<file path="src/rtl/lifting_step_unit.sv">
// lifting_step_unit: one predict+update lifting pair on a stream of {odd, even} pairs.
// Define LIFTING_RUNTIME_COEF_EN to take coefficients from ports, captured per line.
module lifting_step_unit #(
    parameter int  DataWidth = 16,
    parameter int  Point     = 10,
    parameter int  Lanes     = 1,
    parameter real CoefA     = -1.586134342059924,
    parameter real CoefB     = -0.052980118572961
) (
    input  logic                           clk_i,
    input  logic                           rst_ni,
`ifdef LIFTING_RUNTIME_COEF_EN
    input  logic signed [DataWidth-1:0]    coef_a_i,
    input  logic signed [DataWidth-1:0]    coef_b_i,
`endif
    output logic                           s_ready_o,
    input  logic                           s_valid_i,
    input  logic                           s_sof_i,
    input  logic                           s_eol_i,
    input  logic [Lanes*2*DataWidth-1:0]   s_data_i,
    input  logic                           m_ready_i,
    output logic                           m_valid_o,
    output logic                           m_sof_o,
    output logic                           m_eol_o,
    output logic [Lanes*2*DataWidth-1:0]   m_data_o,
    output logic                           drop_o
);
    localparam int W  = DataWidth;
    localparam int BW = 2 * W;
    localparam int PW = 2 * W + 2;

    localparam logic signed [PW-1:0] Half   = PW'(1) << (Point - 1);
    localparam logic signed [PW-1:0] SatMax =
        {{(PW-W+1){1'b0}}, {(W-1){1'b1}}};
    localparam logic signed [PW-1:0] SatMin =
        {{(PW-W+1){1'b1}}, {(W-1){1'b0}}};

    typedef enum logic [1:0] {IDLE, HOLD, FLUSH} state_e;

    state_e                   state;
    logic                     first;
    logic                     accept;
    logic                     out_free;
    logic signed [W-1:0]      coef_a;
    logic signed [W-1:0]      coef_b;
    logic [Lanes-1:0][W-1:0]  in_e;
    logic [Lanes-1:0][W-1:0]  in_o;
    logic [Lanes-1:0][W-1:0]  held_e;
    logic [Lanes-1:0][W-1:0]  held_o;
    logic [Lanes-1:0][W-1:0]  prev_y;
    logic [Lanes-1:0][W-1:0]  y_odd;
    logic [Lanes-1:0][W-1:0]  y_even;
    logic [Lanes*BW-1:0]      out_data;

    function automatic logic signed [W:0] ext(
        input logic signed [W-1:0] v
    );
        return {v[W-1], v};
    endfunction

    // x + round(s*c / 2**Point), saturated to the sample range
    function automatic logic signed [W-1:0] lift(
        input logic signed [W-1:0] x,
        input logic signed [W:0]   s,
        input logic signed [W-1:0] c
    );
        logic signed [PW-1:0] acc;
        logic signed [PW-1:0] s_x;
        logic signed [PW-1:0] c_x;
        logic signed [PW-1:0] x_x;
        s_x = {{(PW-W-1){s[W]}}, s};
        c_x = {{(PW-W){c[W-1]}}, c};
        x_x = {{(PW-W){x[W-1]}}, x};
        acc = (s_x * c_x + Half) >>> Point;
        acc = acc + x_x;
        if (acc > SatMax) begin
            acc = SatMax;
        end else if (acc < SatMin) begin
            acc = SatMin;
        end
        return acc[W-1:0];
    endfunction

    assign out_free  = ~m_valid_o | m_ready_i;
    assign s_ready_o = (state != FLUSH) & out_free;
    assign accept    = s_valid_i & s_ready_o;

`ifdef LIFTING_RUNTIME_COEF_EN
    always_ff @(posedge clk_i) begin
        if (!rst_ni) begin
            coef_a <= '0;
            coef_b <= '0;
        end else if (accept && s_sof_i) begin
            coef_a <= coef_a_i;
            coef_b <= coef_b_i;
        end
    end
`else
    localparam logic signed [W-1:0] QuantA =
        W'($rtoi(CoefA * (2.0 ** Point)));
    localparam logic signed [W-1:0] QuantB =
        W'($rtoi(CoefB * (2.0 ** Point)));
    assign coef_a = QuantA;
    assign coef_b = QuantB;
`endif

    for (genvar k = 0; k < Lanes; k++) begin : g_lane
        logic signed [W-1:0] e_h;
        logic signed [W-1:0] o_h;
        logic signed [W-1:0] e_r;
        logic signed [W-1:0] y_o;
        logic signed [W-1:0] y_p;
        logic signed [W:0]   s_o;
        logic signed [W:0]   s_e;
        assign in_e[k] = s_data_i[k*BW +: W];
        assign in_o[k] = s_data_i[k*BW+W +: W];
        assign e_h = held_e[k];
        assign o_h = held_o[k];
        // mirror the even sample at line end
        assign e_r = (state == FLUSH) ? e_h : in_e[k];
        assign s_o = ext(e_h) + ext(e_r);
        assign y_o = lift(o_h, s_o, coef_a);
        // mirror the odd result at line start
        assign y_p = first ? y_o : prev_y[k];
        assign s_e = ext(y_p) + ext(y_o);
        assign y_odd[k]  = y_o;
        assign y_even[k] = lift(e_h, s_e, coef_b);
    end

    always_comb begin
        out_data = '0;
        for (int k = 0; k < Lanes; k++) begin
            out_data[k*BW +: W]   = y_even[k];
            out_data[k*BW+W +: W] = y_odd[k];
        end
    end

    always_ff @(posedge clk_i) begin
        if (!rst_ni) begin
            state     <= IDLE;
            first     <= 1'b0;
            held_e    <= '0;
            held_o    <= '0;
            prev_y    <= '0;
            m_valid_o <= 1'b0;
            m_sof_o   <= 1'b0;
            m_eol_o   <= 1'b0;
            m_data_o  <= '0;
            drop_o    <= 1'b0;
        end else begin
            drop_o <= 1'b0;
            if (m_ready_i) m_valid_o <= 1'b0;
            unique case (state)
                IDLE: if (accept) begin
                    held_e <= in_e;
                    held_o <= in_o;
                    first  <= 1'b1;
                    state  <= s_eol_i ? FLUSH : HOLD;
                end
                HOLD: if (accept) begin
                    held_e <= in_e;
                    held_o <= in_o;
                    state  <= s_eol_i ? FLUSH : HOLD;
                    if (s_sof_i) begin
                        drop_o <= 1'b1;
                        first  <= 1'b1;
                    end else begin
                        m_valid_o <= 1'b1;
                        m_sof_o   <= first;
                        m_eol_o   <= 1'b0;
                        m_data_o  <= out_data;
                        prev_y    <= y_odd;
                        first     <= 1'b0;
                    end
                end
                FLUSH: if (out_free) begin
                    m_valid_o <= 1'b1;
                    m_sof_o   <= first;
                    m_eol_o   <= 1'b1;
                    m_data_o  <= out_data;
                    state     <= IDLE;
                end
                default: state <= IDLE;
            endcase
        end
    end
endmodule

</file>
<file path="config.mk">
export PLATFORM = sky130hd
export DESIGN_NAME = lifting_step_unit
export DESIGN_NICKNAME = d
export VERILOG_FILES = /design/src/rtl/lifting_step_unit.sv
export SDC_FILE = /design/constraint.sdc
export NUM_CORES = 1
export LEC_CHECK = 0
export ABC_AREA = 1
export BUFFER_PORTS_ARGS = -buffer_cell sky130_fd_sc_hd__buf_2
export CAP_MARGIN = 20
export CORE_UTILIZATION = 68
export CTS_CLUSTER_SIZE = 12
export DETAILED_ROUTE_END_ITERATION = 7
export GPL_ROUTABILITY_DRIVEN = 0
export PLACE_DENSITY_LB_ADDON = 0.12
export RECOVER_POWER = 100
export SLEW_MARGIN = 10
export SYNTH_ARGS = -nofsm -noshare
export SYNTH_HDL_FRONTEND = slang
export SYNTH_SLANG_ARGS = --single-unit
</file>
<file path="constraint.sdc">
create_clock -name clk_i -period 46 [get_ports clk_i]
set_input_delay 6.9 -clock clk_i [delete_from_list [all_inputs] [get_ports clk_i]]
set_output_delay 6.9 -clock clk_i [all_outputs]
set_load 0.05 [all_outputs]
</file>
==> impl_metrics.py, run 1 <==
metrics = {
    "synthesis": {
        "async_flop_share": 0,
        "synth-compound-area-share": 0.0977,
        "synth_cells": 2093,
        "synthMuxAreaShare": 0,
        "yosysTopAreaCell": "ha_1",
        "ys_ff_latch": 87,
        "synthXorXnorAreaFrac": 0.0588,
        "synth.avg_cell_area_um2": 6.46,
        "yosys-top-cells-area": "ha_1 21%, nand2_1 15%, dfxtp_1 13%, fa_1 9.3%, inv_1 9.1%",
        "synth_edf_count": 0,
        "post-synth-top-area-fraction": 0.209,
        "synth_top_family_by_area": "simple AND/OR/NAND/NOR gates",
        "synth-simple-area-share": 0.309,
        "synthAdderAreaFrac": 0.302,
        "synth_ff_type": "dfxtp_1",
        "synth_most_common_cell": "nand2_1",
        "synth_commonest_cells": "551 x nand2_1, 327 x inv_1, 264 x nor2_1",
        "synth_area_um2": 13500,
        "ys_seq_area_frac": 0.129,
        "synth_nets": 2420,
        "synth.distinct_cells": 44,
        "ys_warn_count": 0,
    },
    "sta": {
        "tightest_slew_ns": 2.13,
        "relSlewSlack": -0.418,
        "slew_viol_final": 54,
        "fin_crit_sh": 0.521,
        "fin_crit_ns": 23.96,
        "fin_tns_setup_ns": 0,
        "finalHoldViolations": 0,
        "finalSetupViolCount": 0,
        "rsz0062_at_grt": "false",
        "fmax_mhz": 41.7,
        "skew_ns": 0.0176,
    },
    "clock_network": {
        "cts_tree": "built",
        "clk_pin_slew_ns": 0.07,
        "cts_setup_buffers": 0,
        "clock_path_buffers": 2,
        "cts_buffers": 9,
        "cts_resized": 0,
        "clk_latency_ns": 0.36,
        "cts_num_sinks": 87,
        "htreeDepth": 3,
        "root_buffer": "clkbuf_16",
        "holdBufCountCts": 0,
    },
    "flow_run": {
        "cap_violations": 1,
    },
    "run_status": {
        "violations": "max-capacitance violations, max-slew violations",
        "status": "finished with violations",
    },
    "floorplan": {
        "die_w_um": 143,
        "io_pins": 75,
        "core_um2": 19500,
        "start_util": 0.695,
        "rows": 51,
        "die_h_um": 143,
        "dieArea_um2": 20500,
    },
    "critical_path": {
        "crit_top_cell": "nand2_1",
        "crit_path_max_fanout": 15,
        "reg2reg_from": "state[0]",
        "crit_required_ns": 46.23,
        "crit_slowest_cell": "o21ai_0",
        "path_class": "primary input to flip-flop",
        "cp.buffers_inverters": 14,
        "start_kind": "primary input",
        "crit_family": "adder cells",
        "slowest_delay_ns": 1.04,
        "startpoint": "s_data_i[0]",
        "critPathCaptureType": "flip-flop",
        "cp.arrival_ns": 24.19,
    },
    "grt": {
        "grt_max_degree": 54,
        "met2_usage": 0.624,
        "grt_pass1_vias": 12800,
        "top_usage_layer": "met2",
        "grt_use_total": 0.352,
        "overflow": 0,
        "antenna_found_initial": 0,
        "gr-usage-met3": 0.0409,
        "grt_util_met1": 0.425,
        "grt_pass1_wl_um": 58200,
    },
    "cells_and_area": {
        "nFillCells": 1647,
        "antenna_cells": 0,
        "area_delta_synth_final_pct": 5.88,
        "fin_nets": 2475,
        "layout-drive-gt1-share": 0.0316,
        "final_util": 0.736,
    },
    "placement": {
        "dp_hpwl_um": 28500,
        "port_buffers": 74,
    },
    "drt": {
        "drt-initial-drc-count": 702,
        "viasPerCell": 5.60,
        "ant_nets": 0,
        "wl_um": 34600,
        "firstDrtPassIters": 6,
        "wl_per_cell_um": 14.3,
        "drc": 0,
        "routed-via-count": 13500,
    },
    "worst_hold_path": {
        "min_path_type": "flip-flop to flip-flop",
        "hold_path_startpoint": "prev_y[14]",
    },
}
[routing by layer]
metal	wire length, um	part of all wire
met1	14700	0.43
met2	16700	0.48
met3	1900	0.055
met4	1290	0.037
met5	0	0
[worst paths after layout]
check,end,slack (ns),cells after the start
worst max register to register,m_data_o[2],26.75,96
worst min register to register,prev_y[14],0.45,2
worst max-delay path,m_data_o[2],22.04,96
worst min-delay path,prev_y[14],0.45,2
[cell type report]
| type | instances | area (um2) | share of cell area |
|---|---|---|---|
| inverter | 332 | 1250 | 0.0870 |
| clock inverter | 7 | 76.3 | 0.00533 |
| clock buffer | 9 | 225 | 0.0157 |
| sequential | 87 | 1740 | 0.122 |
| tap | 265 | 332 | 0.0231 |
| multi-input combinational | 1639 | 10300 | 0.722 |
| timing repair buffer | 79 | 364 | 0.0254 |
[through the flow]
| step | worst slack, ns | hold slack [ns] | cell area [um2] | instances |
|---|---|---|---|---|
| after floorplan | 25.38 | 0.426 | 13500 | 2093 |
| after global placement | 23.55 | 0.436 | 14100 | 2401 |
| after detailed placement | 23.22 | 0.441 | 14100 | 2401 |
| after CTS | 23.49 | 0.456 | 14400 | 2417 |
| after global routing | 20.37 | 0.477 | 14300 | 2418 |
| final | 22.04 | 0.454 | 14300 | 2418 |
[logic make-up (layout without fill, tap and decap cells)]
kind of cell | after synthesis | in the layout
AO/OA/AOI/OAI | 242 | 242
XOR/XNOR | 90 | 90
adder cells (fa/ha/maj) | 289 | 289
buffers and inverters | 367 | 427
flip-flops | 87 | 87
AND/OR/NAND/NOR | 1018 | 1018
[registers in the layout, summed over array words and instances (netlist names), 2 cells and up]
register    cells
g_lane.e_h     16
m_data_o       32
prev_y         16
g_lane.o_h     16
state           2
[layout by cell type, fill, tap and decap left out, types with 5 or more instances in the layout]
cell type  synthesis  final
o21ai_0           96     97
nand3b_1           8      8
nand2_1          551    563
fa_1              63     63
ha_1             226    226
a21oi_1          104    104
clkbuf_1          26     39
nor2_1           264    265
o21bai_1          12     12
buf_2              3     36
nor3_1            16     16
a21o_1             9      9
clkbuf_16          0      9
dfxtp_1           87     87
inv_1            327    328
xor2_1            62     63
nand3_1          125    125
a31oi_1            5      5
nand4_1           26     26
xnor2_1           27     27
[worst reg2reg max path, delay by kind of cell (launching register included)]
family | cells | cell delay [ns]
fa+ha+maj | 18 | 6.75
buf+inv | 15 | 1.77
flops | 1 | 0.33
compound gates | 13 | 3.70
simple gates | 47 | 5.76
xor+xnor | 3 | 0.83
Power of run 1 is not shown: default switching activity piles up to over one toggle a cycle in this logic, so the estimate is an artifact.
==> inputs of run 2 (changes only) <==
--- a/config.mk
+++ b/config.mk
@@ -8,7 +8,7 @@
 export ABC_AREA = 1
 export BUFFER_PORTS_ARGS = -buffer_cell sky130_fd_sc_hd__buf_2
 export CAP_MARGIN = 20
-export CORE_UTILIZATION = 68
+export CORE_UTILIZATION = 64
 export CTS_CLUSTER_SIZE = 12
 export DETAILED_ROUTE_END_ITERATION = 7
 export GPL_ROUTABILITY_DRIVEN = 0
==> constraint.sdc (replaced) <==
create_clock -name clk_i -period 22.5 [get_ports clk_i]
set_input_delay 3.375 -clock clk_i [delete_from_list [all_inputs] [get_ports clk_i]]
set_output_delay 3.375 -clock clk_i [all_outputs]
set_load 0.05 [all_outputs]
==> impl_metrics.py, run 2 (synthesis results as in run 1) <==
metrics = {
    "run_status": {
        "status": "finished with violations",
        "violations": "max-capacitance violations, max-slew violations",
    },
    "worst_hold_path": {
        "hold_path_startpoint": "prev_y[7]",
        "hold_path_depth": 2,
        "min_path_type": "flip-flop to flip-flop",
        "min_to": "prev_y[7]",
    },
    "clock_network": {
        "cts_resized": 0,
        "holdBufCountCts": 0,
        "htreeDepth": 3,
        "cts_setup_buffers": 0,
        "clk_pin_slew_ns": 0.08,
        "cts_buffers": 9,
        "clk_latency_ns": 0.36,
        "cts_tree": "built",
        "cts_num_sinks": 87,
        "clock_path_buffers": 2,
        "root_buffer": "clkbuf_16",
    },
    "critical_path": {
        "path_class": "primary input to flip-flop",
        "r2r-end": "m_data_o[14]",
        "crit_slowest_cell": "o21ai_0",
        "reg2reg_slack_ns": 4.25,
        "crit_required_ns": 22.75,
        "reg2reg_from": "state[0]",
        "start_kind": "primary input",
        "crit_top_cell": "nand2_1",
        "slowest_delay_ns": 0.98,
        "cp.arrival_ns": 20.24,
        "critPathCaptureType": "flip-flop",
        "cp.buffers_inverters": 14,
        "crit_path_max_fanout": 15,
        "crit_family": "adder cells",
        "ff2ff_path_depth": 99,
    },
    "drt": {
        "wl_um": 33000,
        "drc": 0,
        "firstDrtPassIters": 6,
        "wl_per_cell_um": 13.6,
        "viasPerCell": 5.45,
        "ant_nets": 0,
        "routed-via-count": 13200,
        "drt-initial-drc-count": 659,
    },
    "cells_and_area": {
        "antenna_cells": 0,
        "regMostFlops": "m_data_o",
        "fin_nets": 2476,
        "layout-drive-gt1-share": 0.0325,
        "area_delta_synth_final_pct": 5.93,
        "mostFrequentLayoutCell": "nand2_1",
        "mostFrequentLayoutCells": "563 x nand2_1, 327 x inv_1, 264 x nor2_1",
        "largest_reg_flops": 32,
    },
    "grt": {
        "overflow": 0,
        "grt_max_degree": 54,
        "grt_use_total": 0.310,
        "grt_pass1_vias": 12400,
        "grt_pass1_wl_um": 55600,
        "antenna_found_initial": 0,
    },
    "floorplan": {
        "start_util": 0.660,
        "io_pins": 75,
        "rows": 52,
        "core_um2": 20500,
        "dieArea_um2": 21700,
        "die_w_um": 147,
        "die_h_um": 147,
    },
    "sta": {
        "slew_viol_final": 88,
        "fmax_mhz": 50.0,
        "skew_ns": 0.0183,
        "relSlewSlack": -0.488,
        "fin_tns_setup_ns": 0,
        "finalSetupViolCount": 0,
        "fin_crit_sh": 0.888,
        "tightest_slew_ns": 2.23,
        "fin_crit_ns": 19.99,
        "rsz0062_at_grt": "false",
        "finalHoldViolations": 0,
    },
    "placement": {
        "dp_hpwl_um": 27300,
        "port_buffers": 74,
    },
    "flow_run": {
        "cap_violations": 2,
    },
}
## run 2: cell count changes in the layout (fill, tap and decap cells not counted), sizes merged
cell | previous run | this run
clkbuf | 48 | 50
clkinv | 6 | 5
buf | 40 | 39
inv | 331 | 332
## run 2: how the worst max path moves through the flow
stage / cells after the start / to / slack, ns / start
floorplan: 97 / m_data_o[4] / 5.40 / s_data_i[0]
global placement: 86 / m_data_o[14] / 3.41 / s_data_i[0]
detailed placement: 96 / m_data_o[14] / 3.22 / s_data_i[0]
CTS: 87 / m_data_o[14] / 3.52 / s_data_i[0]
global route: 95 / m_data_o[3] / 0.96 / s_data_i[0]
finish: 96 / m_data_o[14] / 2.51 / s_data_i[0]
## run 2: layer usage
metal / global-route usage / wire length, um / vias to the layer above
met4: 0.101 / 1040 / 0
met2: 0.544 / 15300 / 418
li1: - / - / 6782
met5: 0 / 0 / -
met3: 0.0275 / 1730 / 82
met1: 0.401 / 14900 / 5934
## run 2: per-stage QoR
step / setup slack (ns) / hold WS (ns) / cell area (um2) / utilization / std cells
3_3_place_gp: 3.41 / 0.436 / 14100 / 0.689 / 2407
4_1_cts: 3.52 / 0.456 / 14400 / 0.704 / 2423
3_5_place_dp: 3.22 / 0.439 / 14100 / 0.689 / 2407
5_1_grt: 0.959 / 0.475 / 14300 / 0.699 / 2424
6_report: 2.51 / 0.453 / 14300 / 0.699 / 2424
2_1_floorplan: 5.40 / 0.426 / 13500 / - / 2093
## run 2: area by class of cell
class	instances	area (um2)
clock buffers	9	225
clock inverters	7	73.8
fillers	1897	6160
inverters	332	1250
multi-input cells	1639	10400
flip-flops and latches	87	1740
well taps	270	338
repair buffers	80	357
## run 2: worst reg2reg max path, delay by kind of cell (launching register included)
kind	cells	cell delay, ns
compound gates	12	3.14
simple gates	49	5.83
flops	1	0.33
buf+inv	16	1.72
fa+ha+maj	19	6.47
xor+xnor	3	0.71
Power of run 2 is left out for the same reason.
==> inputs of run 3 (changes only) <==
--- a/config.mk
+++ b/config.mk
@@ -12,7 +12,7 @@
 export CTS_CLUSTER_SIZE = 12
 export DETAILED_ROUTE_END_ITERATION = 7
 export GPL_ROUTABILITY_DRIVEN = 0
-export PLACE_DENSITY_LB_ADDON = 0.12
+export PLACE_DENSITY = 0.83
 export RECOVER_POWER = 100
 export SLEW_MARGIN = 10
 export SYNTH_ARGS = -nofsm -noshare
==> impl_metrics.py, run 3 (synthesis results as in run 1) <==
metrics = {
    "critical_path": {
        "cp.arrival_ns": 20.18,
        "cp.buffers_inverters": 8,
        "slowest_delay_ns": 0.94,
        "crit_required_ns": 22.75,
        "start_kind": "primary input",
        "crit_slowest_cell": "clkbuf_1",
        "reg2reg_from": "state[0]",
        "startpoint": "s_data_i[0]",
        "crit_path_max_fanout": 30,
        "path_class": "primary input to flip-flop",
        "critPathCaptureType": "flip-flop",
        "crit_family": "adder cells",
        "crit_top_cell": "nand2_1",
    },
    "floorplan": {
        "die_h_um": 147,
        "start_util": 0.660,
        "rows": 52,
        "dieArea_um2": 21700,
        "die_w_um": 147,
        "io_pins": 75,
        "core_um2": 20500,
    },
    "cells_and_area": {
        "final_area_um2": 14400,
        "fin_nets": 2476,
        "antenna_cells": 0,
        "nFillCells": 1790,
        "largest_reg_flops": 32,
        "area_delta_synth_final_pct": 6.12,
        "regMostFlops": "m_data_o",
        "multi_input_area_um2": 10400,
        "regArea_um2": 1740,
        "layout-drive-gt1-share": 0.0344,
        "mostFrequentLayoutCells": "560 x nand2_1, 327 x inv_1, 264 x nor2_1",
        "mostFrequentLayoutCell": "nand2_1",
    },
    "sta": {
        "whs_ns": 0.454,
        "slew_viol_final": 54,
        "rsz0062_at_grt": "false",
        "fin_crit_ns": 19.93,
        "finalSetupViolCount": 0,
        "fin_crit_sh": 0.886,
        "finalHoldViolations": 0,
        "skew_ns": 0.0130,
        "relSlewSlack": -0.390,
        "fmax_mhz": 50.2,
        "tightest_slew_ns": 2.08,
        "fin_tns_setup_ns": 0,
    },
    "drt": {
        "firstDrtPassIters": 7,
        "drt-initial-drc-count": 660,
        "wl_um": 33600,
        "viasPerCell": 5.49,
        "ant_nets": 0,
        "wl_per_cell_um": 13.9,
        "drc": 0,
        "routed-via-count": 13300,
    },
    "clock_network": {
        "cts_buffers": 9,
        "htreeDepth": 3,
        "clk_pin_slew_ns": 0.08,
        "cts_tree": "built",
        "holdBufCountCts": 0,
        "cts_num_sinks": 87,
        "clk_latency_ns": 0.36,
        "root_buffer": "clkbuf_16",
        "cts_setup_buffers": 0,
        "clock_path_buffers": 2,
        "cts_resized": 0,
    },
    "grt": {
        "grt_use_total": 0.317,
        "overflow": 0,
        "grt_pass1_vias": 13000,
        "antenna_found_initial": 0,
        "grt_max_degree": 55,
        "grt_pass1_wl_um": 57000,
    },
    "run_status": {
        "status": "finished with violations",
        "violations": "max-capacitance violations, max-slew violations",
    },
    "flow_run": {
        "cap_violations": 1,
    },
    "placement": {
        "dpl_cell_area_um2": 14100,
        "dp_hpwl_um": 27600,
        "port_buffers": 74,
    },
    "worst_hold_path": {
        "hold_path_startpoint": "prev_y[2]",
        "min_path_type": "flip-flop to flip-flop",
    },
}
-- run 3: metal layers --
layer,GRT usage,wire (um)
met5,0,0
met4,0.145,1200
met3,0.0343,1810
met2,0.552,16000
met1,0.393,14600
-- run 3: cell type report --
class                           count  share of cell area
Multi-Input combinational cell   1639               0.722
Sequential cell                    87               0.121
Inverter                          332              0.0868
Timing Repair Buffer               80              0.0256
Tap cell                          270              0.0235
Clock buffer                        9              0.0157
Clock inverter                      7             0.00514
-- run 3: stage by stage --
step / worst slack, ns / utilization / instances
3_5_place_dp: 3.27 / 0.689 / 2407
2_1_floorplan: 5.40 / - / 2093
5_1_grt: 0.918 / 0.701 / 2424
3_3_place_gp: 3.43 / 0.689 / 2407
6_report: 2.57 / 0.701 / 2424
4_1_cts: 3.55 / 0.704 / 2423
-- run 3: worst paths after layout --
kind | to | slack, ns | cells past startpoint
max | m_data_o[13] | 2.57 | 85
min | prev_y[2] | 0.45 | 2
max reg2reg | m_data_o[13] | 4.22 | 86
min reg2reg | prev_y[2] | 0.45 | 2
-- run 3: worst reg2reg max path, delay by kind of cell (launching register included) --
| family | cells | cell delay [ns] |
|---|---|---|
| adder cells (fa/ha/maj) | 16 | 5.58 |
| XOR/XNOR | 3 | 1.05 |
| AO/OA/AOI/OAI | 13 | 3.27 |
| AND/OR/NAND/NOR | 44 | 5.69 |
| flip-flops | 1 | 0.33 |
| buffers and inverters | 10 | 2.26 |
Power of run 3 is left out for the same reason.
